$ cat src/rtl/psg_audio_dac.sv
// PSG audio back-end: per-channel mute mix, box-average decimation, attenuation, 1-bit sigma-delta.
// Latency: CE of a window's last sample at cycle t -> PCM/PCM_VALID at t+3; DAC_OUT one cycle after PCM.
// Backpressure: none; one sample per CE, CE may be high every CLK, no stall.
module psg_audio_dac #(
    parameter int AVG_LOG2 = 3
) (
    input  logic        CLK,
    input  logic        RESET,
    input  logic        CE,
    input  logic [7:0]  CHANNEL_A,
    input  logic [7:0]  CHANNEL_B,
    input  logic [7:0]  CHANNEL_C,
    input  logic [2:0]  MUTE,
    input  logic [1:0]  VOLUME,
    output logic [15:0] PCM,
    output logic        PCM_VALID,
    output logic        DAC_OUT
);

    // Accumulator holds up to 2^AVG_LOG2 samples of 765; the counter needs
    // at least one bit even when every sample closes its own window.
    localparam int AW = 10 + AVG_LOG2;
    localparam int CW = (AVG_LOG2 > 0) ? AVG_LOG2 : 1;
    localparam logic [CW-1:0] CNT_LAST = CW'((1 << AVG_LOG2) - 1);

    logic [9:0]    mix;
    logic [9:0]    s1;
    logic          s1_v;
    logic [AW-1:0] acc;
    logic [AW-1:0] acc_sum;
    logic [CW-1:0] cnt;
    logic [9:0]    avg;
    logic          avg_v;
    logic [15:0]   sd_acc;
    logic [16:0]   sd_sum;

    // Muted channels contribute zero to the three-way sum.
    always_comb begin
        mix = (MUTE[0] ? 10'd0 : {2'b00, CHANNEL_A})
            + (MUTE[1] ? 10'd0 : {2'b00, CHANNEL_B})
            + (MUTE[2] ? 10'd0 : {2'b00, CHANNEL_C});
    end

    assign acc_sum = acc + AW'(s1);
    assign sd_sum  = {1'b0, sd_acc} + {1'b0, PCM};

    // Stage 1: capture the mix only on the PSG clock enable.
    always_ff @(posedge CLK) begin
        if (RESET) begin
            s1   <= '0;
            s1_v <= 1'b0;
        end else begin
            s1_v <= CE;
            if (CE) s1 <= mix;
        end
    end

    // Stage 2: box average over 2^AVG_LOG2 samples; the last sample is folded in directly.
    always_ff @(posedge CLK) begin
        if (RESET) begin
            acc   <= '0;
            cnt   <= '0;
            avg   <= '0;
            avg_v <= 1'b0;
        end else begin
            avg_v <= 1'b0;
            if (s1_v) begin
                if (cnt == CNT_LAST) begin
                    avg   <= 10'(acc_sum >> AVG_LOG2);
                    acc   <= '0;
                    cnt   <= '0;
                    avg_v <= 1'b1;
                end else begin
                    acc <= acc_sum;
                    cnt <= cnt + 1'b1;
                end
            end
        end
    end

    // Stage 3: scale to 16 bits and apply master attenuation sampled with the average.
    always_ff @(posedge CLK) begin
        if (RESET) begin
            PCM       <= '0;
            PCM_VALID <= 1'b0;
        end else begin
            PCM_VALID <= avg_v;
            if (avg_v) PCM <= {avg, 6'b0} >> VOLUME;
        end
    end

    // First-order sigma-delta: the accumulator carry is the output bit.
    always_ff @(posedge CLK) begin
        if (RESET) begin
            sd_acc  <= '0;
            DAC_OUT <= 1'b0;
        end else begin
            sd_acc  <= sd_sum[15:0];
            DAC_OUT <= sd_sum[16];
        end
    end

endmodule

$ cat config.mk
export PLATFORM = sky130hd
export DESIGN_NAME = psg_audio_dac
export DESIGN_NICKNAME = d
export VERILOG_FILES = /design/src/rtl/psg_audio_dac.sv
export SDC_FILE = /design/constraint.sdc
export NUM_CORES = 1
export LEC_CHECK = 0
export CAP_MARGIN = 20
export CORE_ASPECT_RATIO = 0.8
export CORE_MARGIN = 2
export CORE_UTILIZATION = 26
export DETAILED_ROUTE_END_ITERATION = 16
export PLACE_DENSITY_LB_ADDON = 0.12
export SYNTH_ARGS = -nofsm -noshare
export SYNTH_HDL_FRONTEND = slang
export SYNTH_SLANG_ARGS = --single-unit
$ cat constraint.sdc
create_clock -name CLK -period 3.5 [get_ports CLK]
set_input_delay 0.7 -clock CLK [delete_from_list [all_inputs] [get_ports CLK]]
set_output_delay 0.7 -clock CLK [all_outputs]
set_load 0.05 [all_outputs]
== After elaboration in Yosys (flattened, before gate mapping) ==
Index checks and enable logic that the tools add are counted.

* Output and inout bits: 18
* Logic and storage cells: 26
* Flip-flop bits (word level): 72
* Input port bits: 32

* Reduce and logical (&&, ||, !) cells: 2
* Shift-type cells: 1
* Eq/ne operators: 1
* Add/sub/neg operators: 5
* Bitwise logic cells: 1
* Mux-type cells: 6

{| class="wikitable"
|+ Operator list
! operator !! number
|-
| 8-bit 2-to-1 mux || 3
|-
| 16-bit by 16-bit adder with 17-bit output || 1
|-
| 16-bit by 2-bit right shift with 16-bit output || 1
|-
| 13-bit by 10-bit adder with 13-bit output || 1
|-
| 13-bit 2-to-1 mux || 1
|-
| 9-bit by 8-bit adder with 10-bit output || 1
|-
| 8-bit by 8-bit adder with 9-bit output || 1
|-
| 3-bit by 1-bit adder with 3-bit output, second input constant || 1
|-
| 3-bit equality test, second input constant || 1
|-
| 3-bit 2-to-1 mux || 1
|-
| 2-bit AND reduction || 1
|-
| 2-bit OR reduction || 1
|-
| 1-bit 2-to-1 mux || 1
|-
| 1-bit inverter || 1
|}

== Longest topological paths before layout ==
* Word-level depth: 3
* Depth in mapped cells: 12
* Mapped depth without buffers: 12

== Worst setup path before layout ==
OpenSTA, ideal clock, no wires.

* Path kind: input to register
* Start point: input port MUTE[0]
* End point: register s1[7]
* Arrival: 2.742 ns
* Slack: 0.642 ns
* Setup time: 0.116 ns
* Path buffers: 0
* Required time: 3.384 ns
* Cell stages on the path: 11
* Cells stage by stage: nand2b_1 fa_1 inv_1 ha_1 inv_1 fa_1 nor2b_1 o21ai_0 a21boi_0 o31ai_1 a31o_2

* Word-level cells in the longest chain between the ends: 3

{| class="wikitable"
|+ Ends and longest elaborated chain
! what !! line !! text
|-
| start, declared || 13 || <nowiki>input logic [2:0] MUTE,</nowiki>
|-
| 8-bit 2-to-1 mux || 39 || <nowiki>mix = (MUTE[0] ? 10'd0 : {2'b00, CHANNEL_A})</nowiki>
|-
| 8-bit by 8-bit adder with 9-bit output || 40 || <nowiki>+ (MUTE[1] ? 10'd0 : {2'b00, CHANNEL_B})</nowiki>
|-
| 9-bit by 8-bit adder with 10-bit output || 41 || <nowiki>+ (MUTE[2] ? 10'd0 : {2'b00, CHANNEL_C});</nowiki>
|-
| end signal, assigned || 54 || <nowiki>if (CE) s1 <= mix;</nowiki>
|-
| end, declared || 27 || <nowiki>logic [9:0] s1;</nowiki>
|}

Every way passes these cells.
A chain may end at the register's enable or synchronous reset.

== Worst setup path in the final report ==
* Start point: input port MUTE[1]
* End point: register s1[7]

* Word-level cells in the longest chain between the ends: 3

{| class="wikitable"
|+ Ends and longest elaborated chain
! what !! line
|-
| 8-bit 2-to-1 mux || 40
|-
| 8-bit by 8-bit adder with 9-bit output || 40
|-
| 9-bit by 8-bit adder with 10-bit output || 41
|}

Every way passes these cells.

==> run_results.csv <==
group,metric,value,unit
run_status,status,"finished, final reports clean",
routing,viasPerCell,4.55,
die,die_h,117,um
clock_network,clockBufferDepth,2,
routing,route.detailed.drc,0,
clock_network,cts_made_buffers,9,
cells_and_area,drive_gt1_frac,0.0633,
clock_network,clk_latency,0.33,ns
setup_path,required,3.72,ns
synthesis,synth_area_leaders,"dfxtp_1 32%, ha_1 9.6%, nor2_1 5.5%",
synthesis,async_reset_ff_frac,0,
cells_and_area,fillCellCount,1685,
routing,detail_route.wl_per_cell,13.0,um
setup_path,crit_path_start_kind,"input port",
cells_and_area,regArea,1320,sq um
power_and_ir_drop,power_leakage,2.13,nW
timing,worst_pin_slew,0.799,ns
routing,ant_nets,0,
die,io_pins,50,
timing,setup_violations,0,
global_route,track_usage,0.124,
setup_path,end_kind,"register",
synthesis,synth_top_area_frac,0.318,
power_and_ir_drop,power_density,384,nW/um^2
synthesis,ys_warn_count,0,
hold_path,hold_class,"register to register",
clock_network,cts_num_sinks,66,
timing,max_slew_margin,0.467,
cells_and_area,n_antenna_cell,0,
place,dpl.hpwl,7180,um
synthesis,synth.avg_cell_area,8.52,sq um
timing,fin_crit_sh,0.904,
synthesis,synthMostInstantiatedCell,"dfxtp_1",
die,coreArea,15700,sq um
setup_path,r2r_cells,8,
routing,wl,9790,um
synthesis,synth.distinct_cells,55,
cells_and_area,multi_input_area,2660,sq um
routing,drtIter0Drc,137,
synthesis,synth_top_area_cell,"dfxtp_1",
die,dieArea,17000,sq um
global_route,grt_max_degree,48,
hold_path,holdPathStages,2,
timing,max_freq,316,MHz
timing,finClkSkew,0.00568,ns
global_route,overflow,0,
timing,final_hold_viol_count,0,
die,start_util,0.265,
timing,slew_viol_final,0,
cells_and_area,layout.nets,607,
synthesis,ys_seq_area_frac,0.318,
setup_path,crit_fanout,5,
global_route,grt_pass1_vias,3442,
die,row_count,41,
power_and_ir_drop,peakVddDrop,0.000209,V
setup_path,crit_type,"input port to register",
flow_run,cap_violations,0,
global_route,antenna_found_initial,0,
clock_network,post_cts_buffers,0,
synthesis,synth_edf_count,0,
die,die_w,145,um
clock_network,clk_root_buffer_cell,"clkbuf_16",
global_route,gr-usage-met2,0.187,
cells_and_area,syn_to_final_growth,23.9,%
global_route,met3_usage,0.0341,
synthesis,ys_top_cells_by_count,"66 x dfxtp_1, 61 x nor2_1, 40 x a21oi_1",
routing,vias,3424,
clock_network,htreeDepth,3,
power_and_ir_drop,finalPower,1.98,mW
synthesis,mappedNetlistArea,4160,sq um
timing,grt_setup_unrepaired,"no",
global_route,use_met1,0.176,
global_route,grt_pass1_wl,17100,um
global_route,top_usage_layer,"met2",
timing,min_period,3.16,ns
routing,firstDrtPassIters,4,
cells_and_area,utilization,0.328,
synthesis,synthCells,488,
setup_path,arrival,3.38,ns
place,port_buffers,46,
synthesis,ys_ff_latch,66,
synthesis,synth-main-ff-cell,"dfxtp_1",
clock_network,cts_tree,"yes",
clock_network,clk_pin_slew,0.06,ns
place,gp_congestion,0.777,
==> cell usage in the layout (no fill, tap or decap), drive strengths merged, types with 18 or more instances in the layout <==
cell type       n
clkdlybuf4s50  45
nand2b         33
mux2i          21
inv            24
nand2          24
a21oi          41
nor2           61
ha             32
nor2b          18
o21ai          19
dfxtp          66
==> registers in the layout, indices dropped and copies added (netlist names) <==
signal / count
PCM: 13
acc: 13
sd_acc: 13
avg: 10
s1: 10
cnt: 3
DAC_OUT: 1
PCM_VALID: 1
avg_v: 1
s1_v: 1
==> final cells by class <==
cell class,count,share of cell area
multi-input cells,377,0.516
flip-flops and latches,66,0.256
repair buffers,54,0.100
well taps,215,0.0522
clock buffers,12,0.0478
inverters,24,0.0175
clock inverters,4,0.00996
==> cells by family after synthesis <==
group / synth area share
XOR/XNOR: 0.0358
other: 0.000902
buffers and inverters: 0.0457
adder cells (fa/ha/maj): 0.149
AND/OR/NAND/NOR: 0.218
AO/OA/AOI/OAI: 0.174
multiplexers: 0.0587
flip-flops: 0.318
==> per-stage QoR <==
stage	TNS [ns]	hold slack, ns	std cells	instance area [sq um]	setup slack, ns
detailed placement	-0.0659	0.467	736	4850	-0.0541
floorplan	0	0.443	490	4170	0.642
CTS	0	0.477	752	5150	0.260
global placement	-0.0641	0.468	736	4850	-0.0546
finish	0	0.473	752	5150	0.337
global route	0	0.500	752	5150	0.0991
==> worst paths after layout <==
kind,start,to,slack [ns]
max,MUTE[1],s1[7],0.34
min,avg[2],avg[2],0.47
max reg2reg,PCM[3],sd_acc[13],0.93
min reg2reg,avg[2],avg[2],0.47
==> per-layer routing <==
layer | vias to the layer above | wire length, um
met5 | - | 0
met4 | 0 | 97
met3 | 8 | 461
met2 | 71 | 3790
met1 | 1557 | 5450
li1 | 1788 | -
==> what timing repair did <==
action                     4_1_cts  5_1_grt
gates resized for setup          0        2
hold buffers                     0        0
setup endpoints to repair        0        1
==> power by group <==
part	leakage, nW	total, mW	switching (mW)	internal [mW]
logic	1.45	0.285	0.152	0.133
registers	0.534	0.785	0.0135	0.771
clock network	0.143	0.910	0.339	0.571
==> critical path: stages <==
cell	delay, ns
clkdlybuf4s50_1	0.49
nand2b_1	0.20
fa_1	0.46
inv_1	0.07
ha_1	0.16
inv_1	0.05
fa_1	0.37
nor2b_1	0.17
o21ai_1	0.09
a21boi_0	0.17
buf_4	0.15
o31ai_2	0.06
a31o_2	0.24
No activity file was read; power rests on OpenSTA's default activity.
